$ cat config.mk
export PLATFORM = sky130hd
export DESIGN_NAME = n_bit_serializer
export DESIGN_NICKNAME = d
export VERILOG_FILES = /design/src/rtl/n_bit_serializer.sv
export SDC_FILE = /design/constraint.sdc
export NUM_CORES = 1
export LEC_CHECK = 0
export BUFFER_PORTS_ARGS = -buffer_cell sky130_fd_sc_hd__buf_2
export CAP_MARGIN = 20
export CORE_AREA = 4 4 41 43
export CTS_CLUSTER_SIZE = 25
export DETAILED_ROUTE_END_ITERATION = 8
export DIE_AREA = 0 0 45 47
export GPL_TIMING_DRIVEN = 0
export PLACE_DENSITY = 0.64
export SYNTH_ARGS = -nofsm -noshare
export SYNTH_HDL_FRONTEND = slang
export SYNTH_SLANG_ARGS = --single-unit
export TNS_END_PERCENT = 30
$ cat constraint.sdc
create_clock -name clk -period 2.5 [get_ports clk]
set_clock_uncertainty 0.1 [all_clocks]
set_input_delay 0.125 -clock clk [delete_from_list [all_inputs] [get_ports clk]]
set_output_delay 0.125 -clock clk [all_outputs]
set_load 0.05 [all_outputs]
$ cat src/rtl/n_bit_serializer.sv
// n_bit_serializer
// ----------------
// Parallel-in, serial-out transmitter. A word is taken over a valid/ready
// handshake and shifted out one bit per clock, MSB-first or LSB-first as
// chosen per word. Supports stalling, a last-bit marker, a done pulse and
// back-to-back words with no idle gap between them.
//
// Parameters
//   n   word width in bits (n >= 2)
//   CW  bit-counter width (2**CW >= n)
//
// Ports
//   clk         rising-edge clock
//   clr         synchronous reset, active-high
//   D           parallel word to transmit
//   load_valid  D and lsb_first are valid this cycle
//   load_ready  block accepts a word this cycle
//   lsb_first   bit order for the word, sampled on accept (1 = D[0] first)
//   pause       stall: hold the current bit, do not advance
//   sout        serial data bit (0 whenever sout_valid is low)
//   sout_valid  sout carries a transferred bit this cycle
//   last        sout is the final bit of the current word
//   busy        a word is in flight
//   done        one-cycle pulse after the final bit of a word transfers

module n_bit_serializer #(
    parameter int n  = 4,
    parameter int CW = 3
) (
    input  logic         clk,
    input  logic         clr,
    input  logic [n-1:0] D,
    input  logic         load_valid,
    output logic         load_ready,
    input  logic         lsb_first,
    input  logic         pause,
    output logic         sout,
    output logic         sout_valid,
    output logic         last,
    output logic         busy,
    output logic         done
);

    typedef enum logic {
        IDLE  = 1'b0,
        SHIFT = 1'b1
    } state_t;

    state_t          state_q, state_d;
    logic [n-1:0]    sr_q, sr_d;
    logic            ord_q, ord_d;
    logic [CW-1:0]   cnt_q, cnt_d;
    logic            done_q, done_d;

    logic            accept;
    logic            advance;

    // Output decoding straight from registered state. The counter reaching
    // zero marks the final bit; a stalled last bit must not take a new word,
    // otherwise the word on the wire would be overwritten before it transfers.
    assign busy       = (state_q == SHIFT);
    assign sout_valid = busy & ~pause;
    assign sout       = sout_valid ? (ord_q ? sr_q[0] : sr_q[n-1]) : 1'b0;
    assign last       = busy & (cnt_q == '0);
    assign load_ready = ~clr & (~busy | (last & ~pause));
    assign done       = done_q;

    assign accept  = load_valid & load_ready;
    assign advance = busy & ~pause;

    // Next-state logic. A transferred bit shifts the register toward the
    // output end and counts down; the final bit ends the word and raises done.
    // An accept is applied last so that a word arriving on the final bit
    // takes over directly and the link stays busy with no gap.
    always_comb begin
        state_d = state_q;
        sr_d    = sr_q;
        ord_d   = ord_q;
        cnt_d   = cnt_q;
        done_d  = 1'b0;

        if (advance) begin
            sr_d = ord_q ? (sr_q >> 1) : (sr_q << 1);
            if (cnt_q != '0) begin
                cnt_d = cnt_q - 1'b1;
            end else begin
                done_d  = 1'b1;
                state_d = IDLE;
            end
        end

        if (accept) begin
            sr_d    = D;
            ord_d   = lsb_first;
            cnt_d   = CW'(n - 1);
            state_d = SHIFT;
        end
    end

    // State register. Reset aborts any word in flight without a done pulse.
    always_ff @(posedge clk) begin
        if (clr) begin
            state_q <= IDLE;
            sr_q    <= '0;
            ord_q   <= 1'b0;
            cnt_q   <= '0;
            done_q  <= 1'b0;
        end else begin
            state_q <= state_d;
            sr_q    <= sr_d;
            ord_q   <= ord_d;
            cnt_q   <= cnt_d;
            done_q  <= done_d;
        end
    end

endmodule

# Word-level counts from Yosys, hierarchy flattened
# Index checks and enable logic that the tools add are counted.
# totals
reg_bits	10
input_bits	9
out_inout_bits	6
# classes
n_addsub	1
eq_ne	1
n_mux	12
bitwise_logic	10
n_reduce_logical	9
# op_table
operator	count
$mux W4	3
$mux W1	6
$mux W2	3
$reduce_and A2 Y1	3
$and A1 B1 Y1	5
$not A1 Y1	4
$reduce_bool A2 Y1	2
$reduce_or A2 Y1	2
$logic_not A3 Y1	1
$reduce_bool A3 Y1	1
$sub A3 B1 Y3 const B	1
$ne A2 B2 Y1 const B	1
$or A1 B1 Y1	1

# Longest topological paths before layout
# logic_depth
word_depth	8
ltp_mapped	6

# Least setup slack after synthesis
# Ideal clock, no wire load.
# synth_path
path_type	register to register
start	register cnt_q[0]
end	register cnt_q[0]
setup_time_ps	74
t_arrival_ps	1995
t_required_ps	2326
setup_slack_ps	330
path_stages_with_launch	7
n_path_buf	0
period_less_slack_ps	2170
cell_sequence	dfxtp_1 > inv_1 > ha_1 > or3b_4 > a21oi_1 > nand2_1 > o21ai_0
# synth_via
elab_chain_len	8
# synth_rtl
element	line_no	rtl
start, declared	52	logic [CW-1:0] cnt_q, cnt_d;
start signal, assigned	112	cnt_q <= cnt_d;
$logic_not A3 Y1 *	64	assign last = busy & (cnt_q == '0);
$and A1 B1 Y1 *	64	
$and A1 B1 Y1 *	65	assign load_ready = ~clr & (~busy | (last & ~pause));
$or A1 B1 Y1 *	65	
$and A1 B1 Y1 *	65	
net load_ready	34	output logic load_ready,
$and A1 B1 Y1 *	68	assign accept = load_valid & load_ready;
$reduce_bool A2 Y1 (no source line)	n/a	
$reduce_and A2 Y1 (no source line)	n/a	
# Mark *: on every way through the listed nets, which the timed path passes. The rest lies on a longest branch. The select of a mux whose other input is x is not followed.
# A chain may end at the register's enable or synchronous reset.

# Worst setup path in the final report
# layout_path
start	register cnt_q[0]
end	output load_ready
# layout_via
elab_chain_len	5
# layout_rtl
element	line_no
$logic_not A3 Y1	64
$and A1 B1 Y1	64
$and A1 B1 Y1	65
$or A1 B1 Y1	65
$and A1 B1 Y1	65
end, declared	34
# Every way passes these cells.

==> out/results.tsv <==
metric	value	unit
FF-to-FF setup slack	0.71	ns
share of the synthesized area in compound gates (AO/OA/AOI/OAI)	18.16	%
Num CTS Buffers	3	
Post-CTS Setup Inserts	0	
sequential area share after synthesis	38.74	%
delay-heaviest family, CP	simple AND/OR/NAND/NOR gates	
DR iter-0 viols	12	
Die Y	47	µm
Power Density	577.6	nW/µm²
register bit count reported by yosys	10	
Setup crit start kind	flip-flop	
CP endpoint kind	output pin	
DR DRC count	0	
share of layout cells above drive strength 1	28.40	%
kind of critical path	flip-flop to output pin	
pin count of the biggest net entering global routing	11	
final worst path period share	77.58	%
1st-pass router iterations	4	
n_diodes	0	
DIE WIDTH	45	µm
number of global-route vias before repair	414	
wire per inst	11.00	µm
Crit path largest cell delay	0.42	ns
global route total overflow	0	
instance count on the critical path	5	
maximum clock insertion buffer count	2	
largest family of logic cells by synthesized area	simple AND/OR/NAND/NOR gates	
row count	13	
TritonCTS clock tree	yes	
CP startpoint	cnt_q[0]$_SDFFE_PP0P_	
FF-to-FF End	ord_q$_SDFFE_PP0P_	
Adder-Cell Fraction of Synth Area	4.843	%
run status	finished, final reports clean	
crit-path cells	inv_1, ha_1, or3b_4, a21oi_1, buf_2	
hold violation count in the final report	0	
Worst setup endpoint	load_ready	
Final Net Count	94	
initial core utilization	39.71	%
Ys Warns	0	
Synth Area per Inst	8.909	µm²
LEAKAGE	0.3163	nW
Die ar.	2115	µm²
final WL	1.056	mm
clk_lat worst skew	0.26	ns
I/O pin total	15	
xor/xnor share of the synthesized area	1.695	%
Sink Count	10	
initial antenna violation count	0	
Vias	452	
gp weighted congestion	0.7506	
Worst Path Required	2.28	ns
setup tns final	0	ns
Final Max Tran Viols	0	
Tightest Pin Transition	0.4267	ns
Synth Net Count	69	
vias per std cell	4.708	
first-pass GRT wire length	1.807	mm
Root Buffer	clkbuf_4	
CTS H-tree depth	1	
FF-to-FF path depth	6	
Buf/Inv on CP	2	
RSZ-0062 raised after global routing	no	
setup violators final	0	
Detail Placement HPWL	777.4	µm
# fillers	143	
Core ar.	1301	µm²
area of the mapped netlist	516.7	µm²
synth-to-layout area growth	33.17	%
critical path arrival	1.71	ns
Buffers on Ports	14	
clock transition at the registers of the reported paths	0.06	ns
Max Cap Violations	0	
HP Class	input pin to flip-flop	
worst r2r src	cnt_q[0]$_SDFFE_PP0P_	
Max FO, Critical Path	3	
Worst slew margin	71.55	%
Routed Antenna Nets	0	
slowest CP cell	or3b_4	
post-layout util	52.88	%
Synth cell types	24	
number of instances in the synthesized netlist	58	
mux contribution to synthesized area	11.86	%
total track usage	12.12	%
f_max	515.6	MHz
Synth Area in Simple Gates	20.58	%
Tmin final	1.939	ns
Worst IR Drop VDD	0.2726	mV
## cells in the mapped netlist
master | number | area [µm²]
nand2_1 | 5 | 18.77
or3b_4 | 1 | 11.26
nor2_1 | 8 | 30.03
xnor2_1 | 1 | 8.760
o31ai_1 | 2 | 15.01
mux2i_1 | 5 | 50.05
nand2b_1 | 2 | 12.51
inv_1 | 2 | 7.510
and2b_2 | 1 | 8.760
o21ai_0 | 2 | 10.01
dfxtp_1 | 10 | 200.2
a2111oi_0 | 2 | 17.52
nor3b_1 | 1 | 7.510
clkbuf_1 | 1 | 3.750
a21o_1 | 2 | 15.01
a21oi_1 | 4 | 20.02
buf_2 | 1 | 5.000
clkinv_2 | 1 | 5.000
a21oi_4 | 1 | 16.27
mux2_2 | 1 | 11.26
ha_1 | 2 | 25.02
and3_1 | 1 | 6.260
and2_1 | 1 | 6.260
nor3_1 | 1 | 5.000
## cells by family (layout without fill, tap and decap cells)
kind of cell / after synthesis / after routing
and+or+nand+nor: 21 / 21
AOI/OAI and AO/OA: 13 / 13
DFF: 10 / 10
muxes: 6 / 6
buffers and inverters: 5 / 28
adders and majority gates: 2 / 2
xor gates and xnor gates: 1 / 1
## repair_timing
item | in CTS | in global routing
resized for setup | 0 | 0
hold buffers | 6 | 0
hold endpoints to repair | 6 | 0
## placed cells by master (no fill, tap or decap)
cell type,synthesis,layout
clkinv_2,1,1
o31ai_1,2,2
dlygate4sd3_1,0,6
buf_2,1,15
and2_1,1,1
mux2i_1,5,5
a21oi_1,4,4
a21oi_4,1,1
nand2_1,5,5
mux2_2,1,1
xnor2_1,1,1
a2111oi_0,2,2
clkbuf_4,0,3
a21o_1,2,2
ha_1,2,2
nor3b_1,1,1
dfxtp_1,10,10
and2b_2,1,1
nand2b_1,2,2
nor2_1,8,8
or3b_4,1,1
inv_1,2,2
o21ai_0,2,2
clkbuf_1,1,1
nor3_1,1,1
and3_1,1,1
## final cells by class
class	instances	area, µm²	share of cell area (%)
Multi-Input combinational cell	43	295.3	42.91
Clock buffer	3	22.52	3.273
Sequential cell	10	200.2	29.09
Buffer	2	8.758	1.273
Inverter	3	12.51	1.818
Timing Repair Buffer	20	130.1	18.91
Tap cell	15	18.77	2.727
## state kept, by name (all words and copies together), names as in the netlist
signal,count
busy,1
done,1
ord_q,1
cnt_q,3
sr_q,4
## power by group
group / internal [mW] / switching, mW / total [mW] / leakage (nW)
Combinational: 0.0468 / 0.0614 / 0.108 / 0.220
Sequential: 0.174 / 0.00979 / 0.183 / 0.0826
Clock: 0.0554 / 0.0505 / 0.106 / 0.0138
## worst min path at each step
stage               startpoint                   end  slack (ns)  depth (start not counted)
global placement          D[3]  sr_q[3]$_SDFFE_PP0P_        0.22                          3
floorplan                 D[0]  sr_q[0]$_SDFFE_PP0P_        0.13                          2
global route               clr  sr_q[1]$_SDFFE_PP0P_        0.11                          3
CTS                        clr  sr_q[1]$_SDFFE_PP0P_        0.10                          3
finish                     clr  sr_q[1]$_SDFFE_PP0P_        0.11                          3
detailed placement        D[3]  sr_q[3]$_SDFFE_PP0P_        0.22                          3
## tightest hold or removal path, stage by stage
cell and delay (ns):
buf_2 0.10, a2111oi_0 0.06, a21o_1 0.14
## through the flow
stage	hold slack, ns	worst slack, ns	instance area (µm²)	instances	total power [mW]
floorplan	0.1335	0.3304	516.7	58	0.2645
global placement	0.2205	0.7247	605.6	87	0.2872
detailed placement	0.2230	0.7210	605.6	87	0.2886
CTS	0.1001	0.5314	688.2	96	0.4063
global route	0.1072	0.4009	688.2	96	0.4277
finish	0.1146	0.5605	688.2	96	0.3975
## layer usage
metal,up-vias,track usage [%],routed length (µm)
li1,248,-,-
met1,193,15.37,527
met2,11,17.51,449
met3,0,3.448,79
met4,0,8.772,0
met5,-,0,0
No activity file was read; power rests on OpenSTA's default activity.
